**config.mk**
```make
export PLATFORM = sky130hd
export DESIGN_NAME = inst_encoder_writer
export DESIGN_NICKNAME = d
export VERILOG_FILES = /design/src/rtl/inst_encoder_writer.sv
export SDC_FILE = /design/constraint.sdc
export NUM_CORES = 1
export LEC_CHECK = 0
export ABC_AREA = 1
export CAP_MARGIN = 20
export CORE_MARGIN = 2
export CORE_UTILIZATION = 45
export CTS_CLUSTER_DIAMETER = 80
export DETAILED_ROUTE_END_ITERATION = 6
export PLACE_DENSITY = 0.75
export RECOVER_POWER = 50
export SETUP_SLACK_MARGIN = 0.4
export SYNTH_ARGS = -nofsm -noshare
export SYNTH_HDL_FRONTEND = slang
export SYNTH_SLANG_ARGS = --single-unit
```
**constraint.sdc**
```tcl
create_clock -name clk_im -period 3.35 [get_ports clk_im]
set_input_delay 0.8375 -clock clk_im [delete_from_list [all_inputs] [get_ports clk_im]]
set_output_delay 0.8375 -clock clk_im [all_outputs]
set_load 0.03 [all_outputs]
```
**src/rtl/inst_encoder_writer.sv**
```systemverilog
`default_nettype none
// ============================================================================
// Module   : inst_encoder_writer
// Brief    : Packs decoded RV32I fields into instruction words and streams
//            them into instruction memory through a bounded write pointer.
// Revision : 1.0
// ============================================================================
module inst_encoder_writer #(
    parameter int DEPTH  = 64,
    parameter int BASE   = 0,
    parameter int ADDR_W = 32,
    parameter int CNT_W  = $clog2(DEPTH) + 1
) (
    input  logic              clk_im,
    input  logic              rst,
    input  logic              clr,
    input  logic              in_valid,
    output logic              in_ready,
    input  logic [2:0]        fmt,
    input  logic [6:0]        opcode,
    input  logic [2:0]        funct3,
    input  logic [6:0]        funct7,
    input  logic [4:0]        rd,
    input  logic [4:0]        rs1,
    input  logic [4:0]        rs2,
    input  logic [31:0]       imm32,
    output logic              im_we,
    output logic [ADDR_W-1:0] im_addr,
    output logic [31:0]       im_wdata,
    output logic [CNT_W-1:0]  inst_count,
    output logic              full,
    output logic              err,
    output logic [1:0]        err_code
);

    localparam logic [2:0] c_fmt_r = 3'd0;
    localparam logic [2:0] c_fmt_i = 3'd1;
    localparam logic [2:0] c_fmt_s = 3'd2;
    localparam logic [2:0] c_fmt_b = 3'd3;
    localparam logic [2:0] c_fmt_u = 3'd4;
    localparam logic [2:0] c_fmt_j = 3'd5;

    localparam logic [1:0] c_err_none = 2'd0;
    localparam logic [1:0] c_err_imm  = 2'd1;
    localparam logic [1:0] c_err_fmt  = 2'd2;

    logic [ADDR_W-1:0] r_ptr;
    logic [CNT_W-1:0]  r_count;
    logic              r_full;
    logic              r_enc_vld;
    logic              r_enc_ok;
    logic [1:0]        r_enc_code;
    logic [31:0]       r_enc_word;
    logic              r_err;
    logic [1:0]        r_err_code;

    logic [31:0]       w_word;
    logic              w_ok;
    logic [1:0]        w_code;
    logic              w_sx11;
    logic              w_sx12;
    logic              w_sx20;
    logic              w_write;
    logic              w_ready;
    logic              w_accept;
    logic [CNT_W:0]    w_committed;

    // Immediate range checks: upper bits must be a pure sign extension.
    assign w_sx11 = (&imm32[31:11]) | ~(|imm32[31:11]);
    assign w_sx12 = (&imm32[31:12]) | ~(|imm32[31:12]);
    assign w_sx20 = (&imm32[31:20]) | ~(|imm32[31:20]);

    always_comb begin
        w_word = '0;
        w_ok   = 1'b1;
        w_code = c_err_none;
        case (fmt)
            c_fmt_r: w_word = {funct7, rs2, rs1, funct3, rd, opcode};
            c_fmt_i: begin
                w_word = {imm32[11:0], rs1, funct3, rd, opcode};
                w_ok   = w_sx11;
            end
            c_fmt_s: begin
                w_word = {imm32[11:5], rs2, rs1, funct3, imm32[4:0], opcode};
                w_ok   = w_sx11;
            end
            c_fmt_b: begin
                w_word = {imm32[12], imm32[10:5], rs2, rs1, funct3,
                          imm32[4:1], imm32[11], opcode};
                w_ok   = w_sx12 & ~imm32[0];
            end
            c_fmt_u: begin
                w_word = {imm32[31:12], rd, opcode};
                w_ok   = ~(|imm32[11:0]);
            end
            c_fmt_j: begin
                w_word = {imm32[20], imm32[10:1], imm32[11], imm32[19:12], rd, opcode};
                w_ok   = w_sx20 & ~imm32[0];
            end
            default: begin
                w_ok   = 1'b0;
                w_code = c_err_fmt;
            end
        endcase
        if (!w_ok && (w_code == c_err_none)) begin
            w_code = c_err_imm;
        end
    end

    // A good word already in the stage register has claimed a slot.
    assign w_committed = {1'b0, r_count} + {{CNT_W{1'b0}}, r_enc_vld & r_enc_ok};
    assign w_ready     = !rst && !clr && (w_committed < (CNT_W + 1)'(DEPTH));
    assign w_accept    = in_valid && w_ready;
    assign w_write     = r_enc_vld && r_enc_ok && !rst && !clr;

    always_ff @(posedge clk_im) begin
        if (rst || clr) begin
            r_ptr      <= ADDR_W'(BASE);
            r_count    <= '0;
            r_full     <= 1'b0;
            r_enc_vld  <= 1'b0;
            r_enc_ok   <= 1'b0;
            r_enc_code <= c_err_none;
            r_enc_word <= '0;
            r_err      <= 1'b0;
            r_err_code <= c_err_none;
        end else begin
            if (w_write) begin
                r_ptr   <= r_ptr + ADDR_W'(4);
                r_count <= r_count + CNT_W'(1);
                r_full  <= (r_count + CNT_W'(1)) == CNT_W'(DEPTH);
            end
            if (r_enc_vld && !r_enc_ok && !r_err) begin
                r_err      <= 1'b1;
                r_err_code <= r_enc_code;
            end
            r_enc_vld <= w_accept;
            if (w_accept) begin
                r_enc_ok   <= w_ok;
                r_enc_code <= w_code;
                // Rejected bundles leave the last good word on im_wdata.
                if (w_ok) begin
                    r_enc_word <= w_word;
                end
            end
        end
    end

    assign in_ready   = w_ready;
    assign im_we      = w_write;
    assign im_addr    = r_ptr;
    assign im_wdata   = r_enc_word;
    assign inst_count = r_count;
    assign full       = r_full;
    assign err        = r_err;
    assign err_code   = r_err_code;

endmodule
`default_nettype wire

```
==> results of run 1 <==
## registers in the layout, summed over array words and instances (netlist names)
name,count
err,1
err_code,2
full,1
im_addr,30
im_wdata,32
inst_count,7
r_enc_code,2
r_enc_ok,1
r_enc_vld,1
## stage by stage
stage	setup WS [ns]	power, W	utilization	hold slack [ns]	cell area, sq um
floorplan	0.964	0.00106	-	0.434	4390
global placement	0.502	0.00120	0.618	0.450	5930
detailed placement	0.465	0.00120	0.618	0.450	5930
CTS	0.553	0.00192	0.640	0.463	6140
global route	0.280	0.00197	0.635	0.471	6090
finish	0.382	0.00190	0.635	0.461	6090
## final cells by class
class	instances	area share
Tap cell	133	0.0273
Clock inverter	6	0.0117
Clock buffer	10	0.0226
Timing Repair Buffer	150	0.247
Sequential cell	77	0.253
Inverter	79	0.0487
Multi-Input combinational cell	499	0.390
## cells in the final DEF (no fill, tap or decap), types with 2 or more instances in the layout
cell,count
nand2_1,163
nor2_1,117
clkdlybuf4s50_1,105
dfxtp_1,77
inv_1,75
a21oi_1,58
dlygate4sd3_1,38
nand3_1,32
o21ai_0,27
nor3_1,22
nand3b_1,17
nand4_1,14
a221oi_1,10
clkbuf_8,10
xor2_1,6
nand2_2,4
xnor2_1,4
inv_2,3
o22ai_1,3
buf_4,3
nand2_4,2
o21a_1,2
nor2_4,2
a21oi_2,2
o211ai_1,2
a211oi_1,2
ha_1,2
conb_1,2
clkinvlp_4,2
clkinv_4,2
buf_12,2
## worst max-delay path by stage
| stage | slack (ns) | cells past startpoint | to |
|---|---|---|---|
| after floorplan | 0.96 | 9 | im_wdata[25] |
| after global placement | 0.50 | 13 | im_wdata[22] |
| after detailed placement | 0.46 | 11 | im_wdata[22] |
| after CTS | 0.55 | 5 | im_we |
| after global routing | 0.28 | 10 | im_addr[24] |
| final | 0.38 | 5 | im_we |
## report_power, final
group          total (W)  internal [W]  switching (W)  leakage, nW
Sequential      0.000920      0.000918     0.00000206        0.620
Combinational   0.000254      0.000121       0.000133         1.73
Clock           0.000726      0.000369       0.000357       0.0991
Total            0.00190       0.00141       0.000491         2.45
## logic make-up after synthesis
family | synth area share
fa+ha+maj | 0.00571
xor+xnor | 0.0200
other cells | 0.000856
compound gates | 0.142
flops | 0.352
buf+inv | 0.0982
simple gates | 0.382
## worst reg2reg max path: stages (launching register included)
cell and delay (ns):
dfxtp_1 0.35, nand2_1 0.26, inv_2 0.29, nand2_4 0.14, inv_1 0.24, nand3b_1 0.11, nor3_1 0.49, nand3_1 0.22
o21ai_0 0.21, a21oi_1 0.06
## layer usage
layer  global-route usage  vias to the layer above
met4               0.0985                        0
met5                    0                        -
li1                     -                     2467
met3               0.0495                       24
met2                0.411                      167
met1                0.318                     2165
==> out/metrics.yaml, run 1 <==
cells_and_area:
  final_cells: 954
  nFillCells: 923
  register_area_sq_mm: 0.00154
  multi_input_area_sq_mm: 0.00237
  num_antenna_cells: 0
  area_delta_synth_final_pct: 38.9
  drive_above_1_share: 0.0451
  nNetsFinal: 889
min_path:
  hold_depth: 2
  hp-start: "err_code[0]"
  hold_end: "err_code[0]"
  hold_class: "flip-flop to flip-flop"
sta:
  rsz0062_at_grt: "false"
  fmax_mhz: 337
  worstMarginPinSlew_ns: 1.11
  post-route-min-period_ns: 2.97
  finalMaxSlewViolations: 0
  finalHoldViolCount: 0
  skew_ns: 0.0164
  slew_headroom: 0.262
  fin_crit_sh: 0.886
  tns_ns: 0
  finalSetupViolCount: 0
critical_path:
  endpoint_kind: "primary output"
  r2r-start: "r_enc_ok"
  timing.critical_path.required_ns: 2.51
  cpPeakStageDelay_ns: 0.40
  critPathSlowestCell: "clkdlybuf4s50_1"
  rrSetupSlack_ns: 0.88
  crit_path_start: "clr"
  path_cells: "clkdlybuf4s50_1 > nor2_1 > nand2_4 > inv_1 > buf_4"
  crit_type: "input pin to primary output"
  timing.rr.end: "im_addr[29]"
  worst-path-buf-inv: 3
  r2r_cells: 9
  crit_family: "buffers and inverters"
  start_kind: "input pin"
  cp.arrival_ns: 2.13
  cp_max_fo: 10
clock_network:
  holdBufCountCts: 0
  insertion_delay_ns: 0.35
  h-tree-depth: 3
  cts_root_buffer: "clkbuf_8"
  clkSinkCount: 77
  cts_tree: "built"
  postCtsSetupRepairBufs: 0
  cts_resized: 0
  clockBufferDepth: 2
  cts_made_buffers: 9
  clk_pin_slew_ns: 0.08
synthesis:
  synth.area.top_cells: "dfxtp_1, nand2_1, nor2_1"
  synthTopCellsByCount: "nand2_1, nor2_1, dfxtp_1"
  yosysMostFrequentCell: "nand2_1"
  ys_types: 37
  synth-async-reset-ratio: 0
  yosysWarnings: 0
  post-synth-top-area-cell: "dfxtp_1"
  yosysSeqAreaShare: 0.352
  syn_area_per_cell_sq_um: 6.46
  syn-cell-area_sq_mm: 0.00438
  postSynthCellCount: 678
  synth_edf_count: 0
  synthFlopType: "dfxtp_1"
  yosysTopAreaCellShare: 0.352
  ys_seq_elements: 77
detailed_routing:
  wire_per_inst_microns: 13.7
  drt_pass1_iterations: 4
  highest_layer: "met4"
  wl_met1_microns: 5910
  drtAntennaViolNets: 0
  dr_wl_met2_microns: 6020
  viasPerCell: 5.06
  drcViolationCount: 0
  first_iter_violations: 260
  via_count: 4823
  dr_wl_met3_microns: 820
  drt_wl_total_microns: 13000
die:
  pin_count: 148
  core.rowCount: 36
  die-width_microns: 103
  die_h_microns: 103
  coreArea_sq_mm: 0.00959
  initial_core_util: 0.457
  die-area_sq_mm: 0.0105
global_routing:
  grt_pass1_wl_microns: 20800
  track_usage: 0.248
  grt_max_degree: 58
  grt_pass1_vias: 4519
  grt_antenna_before_repair: 0
  overflow: 0
place:
  place.gp.congestion: 0.972
  port-buffer-count: 145
  dp_hpwl_microns: 10200
  dpl.cell_count: 938
outcome:
  status: "finished clean"
power:
  power_density_mw_per_mm2: 312
  ir_drop_mv: 0.154
  power.leakage_nw: 2.45
job:
  max-cap-violations: 0
(Power assumes the default switching activity.)
==> inputs of run 2 (changes only) <==
--- a/config.mk
+++ b/config.mk
@@ -8,10 +8,10 @@
 export ABC_AREA = 1
 export CAP_MARGIN = 20
 export CORE_MARGIN = 2
-export CORE_UTILIZATION = 45
+export CORE_UTILIZATION = 50
 export CTS_CLUSTER_DIAMETER = 80
 export DETAILED_ROUTE_END_ITERATION = 6
-export PLACE_DENSITY = 0.75
+export PLACE_DENSITY = 0.83
 export RECOVER_POWER = 50
 export SETUP_SLACK_MARGIN = 0.4
 export SYNTH_ARGS = -nofsm -noshare
==> out/metrics.yaml, run 2 (synthesis results as in run 1) <==
global_routing:
  met2_usage: 0.471
  grt_antenna_before_repair: 0
  grt_busiest_layer: "met2"
  grt_pass1_wl_microns: 20800
  track_usage: 0.263
  use_met3: 0.0561
  overflow: 0
  grt_max_degree: 42
  grtUsageMet1: 0.321
  grt_pass1_vias: 4534
detailed_routing:
  viasPerCell: 5.28
  drcViolationCount: 0
  first_iter_violations: 299
  wire_per_inst_microns: 13.9
  via_count: 4908
  drt_wl_total_microns: 13000
  drt_pass1_iterations: 5
  drtAntennaViolNets: 0
clock_network:
  cts_resized: 0
  h-tree-depth: 3
  clockBufferDepth: 2
  cts_made_buffers: 9
  cts_tree: "built"
  postCtsSetupRepairBufs: 0
  insertion_delay_ns: 0.35
  holdBufCountCts: 0
  clk_pin_slew_ns: 0.07
  clkSinkCount: 77
  cts_root_buffer: "clkbuf_8"
critical_path:
  cpPeakStageDelay_ns: 0.41
  path_cells: "clkdlybuf4s50_1 > nor2_1 > clkinv_1 > nor3_2 > buf_4"
  timing.critical_path.required_ns: 2.51
  crit_type: "input pin to primary output"
  start_kind: "input pin"
  critPathSlowestCell: "clkdlybuf4s50_1"
  cp.arrival_ns: 2.12
  cp_max_fo: 4
  endpoint_kind: "primary output"
cells_and_area:
  layout_commonest_cell: "nand2_1"
  nNetsFinal: 890
  area_delta_synth_final_pct: 38.9
  num_antenna_cells: 0
  layout_common_cells: "nand2_1, nor2_1, clkdlybuf4s50_1"
  drive_above_1_share: 0.0462
  final_design_area_no_fill_sq_mm: 0.00609
  largest_reg_flops: 32
  fin_util: 0.709
sta:
  finalMaxSlewViolations: 0
  fin_crit_sh: 0.884
  whs_ns: 0.455
  rsz0062_at_grt: "false"
  finalHoldViolCount: 0
  tns_ns: 0
  skew_ns: 0.0125
  post-route-min-period_ns: 2.96
  worstMarginPinSlew_ns: 1.36
  slew_headroom: 0.0949
  fmax_mhz: 338
  finalSetupViolCount: 0
job:
  max-cap-violations: 0
place:
  dp_hpwl_microns: 10100
  dpl-instance-area_sq_mm: 0.00590
  place.gp.congestion: 1.01
  port-buffer-count: 145
die:
  die-area_sq_mm: 0.00953
  core.rowCount: 34
  initial_core_util: 0.510
  die-width_microns: 97.6
  pin_count: 148
  die_h_microns: 97.6
  coreArea_sq_mm: 0.00859
min_path:
  hold_class: "flip-flop to flip-flop"
power:
  power_w: 0.00196
  power.leakage_nw: 2.46
  ir_drop_mv: 0.169
  power_density_mw_per_mm2: 322
outcome:
  status: "finished clean"
[run 2: power by group]
group          leakage [nW]  switching (W)  internal, W
clock network         0.106       0.000344     0.000441
logic                  1.74       0.000133     0.000121
registers             0.620     0.00000203     0.000918
[run 2: critical path: cells and delay by family]
family / cells / cell delay (ns)
simple gates: 2 / 0.51
buf+inv: 3 / 0.77
[run 2: stage by stage]
step	setup WS [ns]	instances
6_report	0.388	930
5_1_grt	0.271	930
4_1_cts	0.550	930
3_5_place_dp	0.309	914
3_3_place_gp	0.416	914
2_1_floorplan	0.964	679
[run 2: area by class of cell]
type,count,area [sq um]
Clock buffer,11,141
Clock inverter,5,83.8
Fill cell,701,2500
Inverter,79,297
Multi-Input combinational cell,499,2380
Sequential cell,77,1540
Tap cell,108,135
Timing Repair Buffer,151,1510
[run 2: path summary, 6_finish.rpt]
kind | start | end | depth (start not counted) | slack [ns]
worst min-delay path | err_code[1] | err_code[1] | 2 | 0.45
worst max register to register | r_enc_ok | im_addr[24] | 10 | 0.92
worst max-delay path | clr | in_ready | 5 | 0.39
worst min register to register | err_code[1] | err_code[1] | 2 | 0.45
[run 2: per-layer routing]
layer	wire length (microns)	part of all wire	vias up
met5	0	0	-
met4	215	0.017	0
met3	920	0.071	23
met2	6390	0.49	205
met1	5430	0.42	2212
li1	-	-	2468
